## src/rtl/lcd_hd44780_ctrl.sv

```systemverilog
// HD44780 character-LCD controller: runs the power-on init sequence, then turns
// accepted command/data bytes into setup / enable / hold / execution-wait bus timing.
module lcd_hd44780_ctrl #(
    parameter int INIT_EN     = 1,
    parameter int T_PWR_CYC   = 2500000,
    parameter int T_SETUP_CYC = 4,
    parameter int T_EN_CYC    = 12,
    parameter int T_HOLD_CYC  = 2,
    parameter int T_CMD_CYC   = 2500,
    parameter int T_CLR_CYC   = 100000
) (
    input  logic        clk,
    input  logic        rst,
    input  logic        i_valid,
    input  logic        i_rs,
    input  logic [7:0]  i_data,
    output logic        o_ready,
    output logic        o_init_done,
    output logic        lcd_on,
    output logic        lcd_en,
    output logic        lcd_rs,
    output logic        lcd_rw,
    output logic [7:0]  lcd_data,
    output logic [31:0] o_lcd
);

    function automatic int max2(input int a, input int b);
        return (a > b) ? a : b;
    endfunction

    localparam int T_MAX = max2(max2(max2(T_PWR_CYC, T_SETUP_CYC), max2(T_EN_CYC, T_HOLD_CYC)),
                                max2(T_CMD_CYC, T_CLR_CYC));
    localparam int CNT_W = $clog2(T_MAX + 1);

    // Counters load (duration - 1) and the state ends when they reach zero.
    localparam logic [CNT_W-1:0] LD_PWR   = CNT_W'(T_PWR_CYC - 1);
    localparam logic [CNT_W-1:0] LD_SETUP = CNT_W'(T_SETUP_CYC - 1);
    localparam logic [CNT_W-1:0] LD_EN    = CNT_W'(T_EN_CYC - 1);
    localparam logic [CNT_W-1:0] LD_HOLD  = CNT_W'(T_HOLD_CYC - 1);
    localparam logic [CNT_W-1:0] LD_CMD   = CNT_W'(T_CMD_CYC - 1);
    localparam logic [CNT_W-1:0] LD_CLR   = CNT_W'(T_CLR_CYC - 1);

    localparam int          INIT_LEN = 6;
    localparam logic [47:0] INIT_SEQ = {8'h06, 8'h01, 8'h0C, 8'h38, 8'h38, 8'h38};

    typedef enum logic [2:0] {
        ST_PWR, ST_INIT_ISSUE, ST_IDLE, ST_SETUP, ST_EN, ST_HOLD, ST_WAIT
    } state_t;

    localparam state_t ST_RESET = (INIT_EN != 0) ? ST_PWR : ST_IDLE;

    logic [7:0] init_rom [8];

    genvar gi;
    generate
        for (gi = 0; gi < 8; gi++) begin : g_rom
            if (gi < INIT_LEN) begin : g_used
                assign init_rom[gi] = INIT_SEQ[gi*8 +: 8];
            end else begin : g_pad
                assign init_rom[gi] = 8'h00;
            end
        end
    endgenerate

    state_t           state_reg, state_next;
    logic [CNT_W-1:0] cnt_reg, cnt_next;
    logic [2:0]       idx_reg, idx_next;
    logic             in_init_reg, in_init_next;
    logic             init_done_reg, init_done_next;
    logic             o_ready_reg, o_ready_next;
    logic             lcd_on_reg;
    logic             lcd_en_reg, lcd_en_next;
    logic             lcd_rs_reg, lcd_rs_next;
    logic [7:0]       lcd_data_reg, lcd_data_next;
    logic             is_long_cmd;

    // Clear (0x01) and return-home (0x02/0x03) need the long execution wait.
    assign is_long_cmd = !lcd_rs_reg && (lcd_data_reg[7:2] == 6'd0) && (lcd_data_reg != 8'h00);

    always_comb begin
        state_next    = state_reg;
        cnt_next      = cnt_reg;
        idx_next      = idx_reg;
        in_init_next  = in_init_reg;
        lcd_rs_next   = lcd_rs_reg;
        lcd_data_next = lcd_data_reg;

        case (state_reg)
            ST_PWR: begin
                if (cnt_reg == '0) begin
                    state_next = ST_INIT_ISSUE;
                end else begin
                    cnt_next = cnt_reg - CNT_W'(1);
                end
            end
            ST_INIT_ISSUE: begin
                lcd_rs_next   = 1'b0;
                lcd_data_next = init_rom[idx_reg];
                idx_next      = idx_reg + 3'd1;
                cnt_next      = LD_SETUP;
                state_next    = ST_SETUP;
            end
            ST_IDLE: begin
                if (i_valid && o_ready_reg) begin
                    lcd_rs_next   = i_rs;
                    lcd_data_next = i_data;
                    cnt_next      = LD_SETUP;
                    state_next    = ST_SETUP;
                end
            end
            ST_SETUP: begin
                if (cnt_reg == '0) begin
                    cnt_next   = LD_EN;
                    state_next = ST_EN;
                end else begin
                    cnt_next = cnt_reg - CNT_W'(1);
                end
            end
            ST_EN: begin
                if (cnt_reg == '0) begin
                    cnt_next   = LD_HOLD;
                    state_next = ST_HOLD;
                end else begin
                    cnt_next = cnt_reg - CNT_W'(1);
                end
            end
            ST_HOLD: begin
                if (cnt_reg == '0) begin
                    cnt_next   = is_long_cmd ? LD_CLR : LD_CMD;
                    state_next = ST_WAIT;
                end else begin
                    cnt_next = cnt_reg - CNT_W'(1);
                end
            end
            ST_WAIT: begin
                if (cnt_reg != '0) begin
                    cnt_next = cnt_reg - CNT_W'(1);
                end else if (in_init_reg && (idx_reg != 3'(INIT_LEN))) begin
                    state_next = ST_INIT_ISSUE;
                end else begin
                    in_init_next = 1'b0;
                    state_next   = ST_IDLE;
                end
            end
            default: begin
                state_next = ST_RESET;
            end
        endcase

        // Pin registers are loaded from the next state so they line up with it.
        init_done_next = init_done_reg | !in_init_next;
        o_ready_next   = (state_next == ST_IDLE);
        lcd_en_next    = (state_next == ST_EN);
    end

    always_ff @(posedge clk) begin
        if (rst) begin
            state_reg     <= ST_RESET;
            cnt_reg       <= LD_PWR;
            idx_reg       <= 3'd0;
            in_init_reg   <= (INIT_EN != 0);
            init_done_reg <= 1'b0;
            o_ready_reg   <= 1'b0;
            lcd_on_reg    <= 1'b0;
            lcd_en_reg    <= 1'b0;
            lcd_rs_reg    <= 1'b0;
            lcd_data_reg  <= 8'h00;
        end else begin
            state_reg     <= state_next;
            cnt_reg       <= cnt_next;
            idx_reg       <= idx_next;
            in_init_reg   <= in_init_next;
            init_done_reg <= init_done_next;
            o_ready_reg   <= o_ready_next;
            lcd_on_reg    <= 1'b1;
            lcd_en_reg    <= lcd_en_next;
            lcd_rs_reg    <= lcd_rs_next;
            lcd_data_reg  <= lcd_data_next;
        end
    end

    assign o_ready     = o_ready_reg;
    assign o_init_done = init_done_reg;
    assign lcd_on      = lcd_on_reg;
    assign lcd_en      = lcd_en_reg;
    assign lcd_rs      = lcd_rs_reg;
    assign lcd_rw      = 1'b0;
    assign lcd_data    = lcd_data_reg;
    assign o_lcd       = {lcd_on_reg, 20'd0, lcd_en_reg, lcd_rs_reg, 1'b0, lcd_data_reg};

endmodule
```

## config.mk

```make
export PLATFORM = sky130hd
export DESIGN_NAME = lcd_hd44780_ctrl
export DESIGN_NICKNAME = d
export VERILOG_FILES = /design/src/rtl/lcd_hd44780_ctrl.sv
export SDC_FILE = /design/constraint.sdc
export NUM_CORES = 1
export LEC_CHECK = 0
export ABC_AREA = 1
export CAP_MARGIN = 20
export CORE_UTILIZATION = 45
export CTS_BUF_LIST = sky130_fd_sc_hd__clkbuf_8
export DETAILED_ROUTE_END_ITERATION = 8
export PLACE_DENSITY = 0.75
export SLEW_MARGIN = 30
export SYNTH_ARGS = -nofsm -noshare
export SYNTH_HDL_FRONTEND = slang
export SYNTH_SLANG_ARGS = --single-unit
```

## constraint.sdc

```tcl
create_clock -name clk -period 1.5 [get_ports clk]
set_input_delay 0.225 -clock clk [delete_from_list [all_inputs] [get_ports clk]]
set_output_delay 0.225 -clock clk [all_outputs]
set_load 0.005 [all_outputs]
```

# --- After elaboration in Yosys (flattened, before gate mapping) ---
# Memory sizes are Yosys's and may differ from the RTL's.
# Index checks and enable logic that the tools add are counted.
word_totals:
  register_bits: 42
  latchBits: 0
  ramBits: 0
  romBits: 64
  in_bits: 12
  output_inout_bits: 46
  word_cells: 69
  memories: 1
op_classes:
  n_addsub: 2
  mul: 0
  n_div: 0
  n_lt_le_gt_ge: 1
  eq_ne: 12
  shifts: 0
  mux: 26
  bitwise: 2
  n_reduce_logical: 15
mem_list:
  columns: ["memory", "depth", "width", "rd", "rd_ports_with_merged_regs", "wr", "line", "source"]
  rows:
  - ["(name not given)", 8, 8, 1, 0, 0, "98", "lcd_data_next = init_rom[idx_reg];"]
op_table:
  columns: ["operator", "n"]
  rows:
  - ["$pmux 22 s7", 1]
  - ["$mux 22", 6]
  - ["$mux 8", 3]
  - ["$logic_not 22->1", 1]
  - ["$reduce_bool 22->1", 1]
  - ["$sub 22x1->22 const B", 1]
  - ["$pmux 3 s7", 1]
  - ["$mux 3", 6]
  - ["$mux 17", 1]
  - ["$pmux 8 s2", 1]
  - ["$eq 3x3->1 const B", 4]
  - ["$eq 3x2->1 const B", 3]
  - ["$reduce_bool 8->1", 1]
  - ["$reduce_bool 7->1", 1]
  - ["$logic_not 6->1", 1]
  - ["$ne 2x2->1 const B", 3]
  - ["$mux 1", 5]
  - ["$ge 4x4->1 const B", 1]
  - ["$logic_and 1x1->1", 4]
  - ["$not 3->4", 1]
  - ["$reduce_and 4->1", 1]
  - ["$add 3x1->3 const B", 1]
  - ["$eq 3x1->1 const B", 1]
  - ["$logic_not 3->1", 1]
  - ["other kinds (7)", 8]

# --- Longest topological paths before layout ---
logic_depth:
  ltp_word: 7
  ltp_mapped: 13
  ltp_nobuf: 13

# --- Worst setup path before layout ---
# No wires, ideal clock.
synth_timing:
  path_kind: "flip-flop to flip-flop"
  from: "reg cnt_reg[0]"
  to: "reg cnt_reg[19]"
  setup_ns: 0.110
  t_arrival_ns: 1.477
  required_ns: 1.390
  slack_ns: -0.087
  stages_incl_launch_ff: 14
  path_cell_list: "dfxtp_1 inv_1 ha_1 nand2_1 nor2_1 nand3_4 nand2_1 nand2_2 clkinv_2 nand2_4 nand2_4 inv_2 nand2_1 nor2_1"
synth_between:
  elab_chain_cells: 3
  word_cells_on_any_way: 12
synth_rtl:
  columns: ["element", "line", "source"]
  rows:
  - ["start: declaration", "66", "logic [CNT_W-1:0] cnt_reg, cnt_next;"]
  - ["start signal: assignment", "170", "cnt_reg <= cnt_next;"]
  - ["$sub 22x1->22, or another cell as far along", null, null]
  - ["$mux 22, or another cell as far along", "136", "if (cnt_reg != '0) begin"]
  - ["$pmux 22 s7 / $reduce_and 4->1 (equally long branches)", null, null]
# Several ways; a longest one is shown, not always the timed one. The select of a mux whose other input is x is not followed.
# A chain may end at the register's enable or synchronous reset.

# --- Worst setup path in the final report ---
layout_timing:
  from: "reg cnt_reg[20]"
  to: "reg cnt_reg[16]"
layout_between:
  elab_chain_cells: 3
  word_cells_on_any_way: 9
layout_rtl:
  columns: ["element", "line", "source"]
  rows:
  - ["$logic_not 22->1 / $reduce_bool 22->1 (equally long branches)", null, null]
  - ["$mux 22, or another cell as far along", "128", "if (cnt_reg == '0) begin"]
  - ["$pmux 22 s7 / $reduce_and 4->1 (equally long branches)", null, null]
# Several ways; a longest one is shown, not always the timed one.

==> metrics.md <==
| Metric | Value |
|---|---|
| Max VDD drop | 0.316 mV |
| Asr flop ratio synth | 0 |
| Setup CP Type | flip-flop to flip-flop |
| Hold_sp | o_init_done |
| Row Count | 28 |
| Vias in the first global route | 3065 |
| Worst path required time | 1720 ps |
| Setup TNS | -3550 ps |
| Diodes inserted | 0 |
| Initial DRC Count | 326 |
| Die area | 6780 µm² |
| Critical R2R Launch | cnt_reg[20] |
| H-tree Lvls | 2 |
| Total GRT Usage | 0.269 |
| Logic pwr share | 0.161 |
| Worst setup path endpoint | cnt_reg[16] |
| IO Pins | 58 |
| Pin count of the biggest net entering global routing | 24 |
| CTS Root Cell | clkbuf_8 |
| Ys flop type | dfxtp_1 |
| Clock slew at reported path FFs | 80 ps |
| First drt pass iteration count | 5 |
| CTS Buf Count | 5 |
| Net Sw Frac | 0.255 |
| Final number of setup-violating endpoints | 28 |
| Gr ovfl total | 0 |
| Placer Congestion | 0.909 |
| Yosys warns | 0 |
| Starting Density | 0.479 |
| Vias/cell | 5.52 |
| Synth top area share | 0.290 |
| Mapped Cells | 422 |
| Setup ws final | -300 ps |
| Overall routed net length | 10.3 mm |
| Crit Path Max Fanout | 5 |
| RR Endpoint | cnt_reg[16] |
| Setup Skew | 2.85 ps |
| Synth Cell Area | 2900 µm² |
| Static Leak | 1.95 nW |
| DP HPWL | 5.86 mm |
| Syn-to-layout area delta | 50.6% |
| Die height | 82.3 µm |
| WL/cell | 16.8 µm |
| Post-synth cell types | 38 |
| Design Power | 2.51 mW |
| Antenna violations before repair | 0 |
| Hold crit path type | flip-flop to flip-flop |
| R2R cell count | 9 |
| Max FFs per register | 22 |
| Sequential power share | 0.469 |
| Vias | 3371 |
| Crit path time final | 1800 ps |
| Flop2flop setup slack | -300 ps |
| Clk pwr share | 0.370 |
| Core Area | 6060 µm² |
| DRC viols | 0 |
| Number of synthesized flops with an enable pin | 0 |
| Register bit total from synthesis | 42 |
| Worst setup SP type | flip-flop |
| Pwr Density | 574 nW/µm² |
| Failing checks | negative setup slack |
| Clk sinks | 42 |
| Die width | 82.3 µm |
| Critical path arrival | 2020 ps |
| Fmax | 556 MHz |
| Tcrit/Tclk final | 1.20 |
| Fin nets | 555 |
| Worst-Skew Late Latency | 300 ps |
| Layout cells sized above 1 | 0.412 |
| First-pass GRT wire length | 13.9 mm |
| Element type at the critical path end | flip-flop |
| Port Buf Inserts | 35 |
| Pins Over Slew Limit | 0 |
| Crit path from | cnt_reg[20] |
| Clk buf depth | 2 |
| Final hold slack | 453 ps |
| RSZ-0062 raised after global routing | true |
| P_int | 1.87 mW |
| Max_cap viols | 0 |
| Psw | 0.639 mW |
| Status | finished with violations |
| CTS tree | yes |
| Sequential fraction of the synthesis area | 0.290 |
| Synth area leaders | dfxtp_1 (29%), nand2_1 (12%), buf_4 (8.8%) |
| Core Util, Final | 0.722 |
| Area leader, netlist | dfxtp_1 |
| Post-DRT Antenna Nets | 0 |
| Hold Vio Cnt, Final | 0 |
| Mean Syn Cell Area | 6.88 µm² |
-- cells in the mapped netlist (all sizes together) (2+ instances only) --
| master | n |
|---|---|
| nand4 | 6 |
| ha | 7 |
| o211ai | 2 |
| or2 | 2 |
| nor3 | 6 |
| nor2 | 58 |
| xor2 | 7 |
| inv | 45 |
| buf | 37 |
| dfxtp | 42 |
| a21oi | 24 |
| o21ai | 24 |
| o21bai | 3 |
| xnor2 | 3 |
| nand2 | 105 |
| nand3 | 39 |
| clkbuf | 3 |
| a31oi | 6 |
-- final cells by class --
class                      count  area, µm²
multi-input combinational    316       2040
fill                         401       1690
timing repair buffer         125       1090
sequential                    42        858
inverter                      46        180
tap                           75       93.8
clock buffer                   6       82.6
clock inverter                 1       30.0
-- timing repair --
action / in CTS / in global routing
endpoints found under the hold margin: 0 / 0
endpoints found under the setup margin: 29 / 33
buffers inserted: 6 / 5
resized for setup: 71 / 54
pin swaps: 17 / 21
hold buffers: 0 / 0
gates cloned: 1 / 0
-- power groups by stage --
stage | Clock (mW) | Sequential [mW] | Combinational, mW
2_1_floorplan | 0 | 1.20 | 0.198
3_3_place_gp | 0 | 1.19 | 0.309
3_5_place_dp | 0 | 1.19 | 0.317
4_1_cts | 0.938 | 1.17 | 0.344
5_1_grt | 0.979 | 1.18 | 0.433
6_report | 0.929 | 1.18 | 0.404
-- worst min path at each step --
stage	cells after the start	slack (ps)	to
after CTS	2	460	o_init_done
final	2	450	o_init_done
after global routing	3	500	lcd_data[7]
after global placement	2	440	o_init_done
after detailed placement	2	450	o_init_done
after floorplan	1	310	state_reg[2]
-- placed cells by master, fill, tap and decap left out, types with 20 or more instances in the layout --
master	n
clkdlybuf4s50_1	35
nand2_1	77
conb_1	22
nand2_2	20
dfxtp_1	28
inv_1	34
nor2_4	23
nand3_1	26
nor2_1	21
buf_4	76
-- through the flow --
stage                     cell area [µm²]  cells  setup WS (ps)
final                                4370    611           -300
after global routing                 4370    611           -352
after CTS                            4130    606          -71.7
after detailed placement             3740    592           -235
after global placement               3740    592           -235
after floorplan                      2990    443          -2.02
-- per-layer routing --
layer / up-vias / routed length (µm) / share of wire / global-route usage
met4: 0 / 676 / 0.066 / 0.135
met1: 1522 / 3770 / 0.37 / 0.320
met3: 83 / 832 / 0.081 / 0.0462
met2: 239 / 5010 / 0.49 / 0.464
met5: - / 0 / 0 / 0
li1: 1527 / - / - / -
-- worst max-delay path, cell delays in order, from the launching register on --
cell     delay [ps]
dfxtp_1         320
inv_1           180
nand2_1         150
nor2_4          160
inv_1            90
nor2_4          160
o21ai_4         100
nand2_2         170
nand2_1         180
a21oi_2         220
-- kinds of logic (layout without fill, tap and decap cells) --
| kind of cell | count (synthesis) | count (layout) | share of synthesized area |
|---|---|---|---|
| AOI/OAI and AO/OA | 59 | 59 | 0.115 |
| and+or+nand+nor | 217 | 218 | 0.369 |
| other | 1 | 22 | 0.00129 |
| xor gates and xnor gates | 10 | 10 | 0.0302 |
| buffers and inverters | 86 | 178 | 0.165 |
| adders and majority gates | 7 | 7 | 0.0302 |
| DFF | 42 | 42 | 0.290 |
Note: power is estimated with default switching activity, not from simulation.
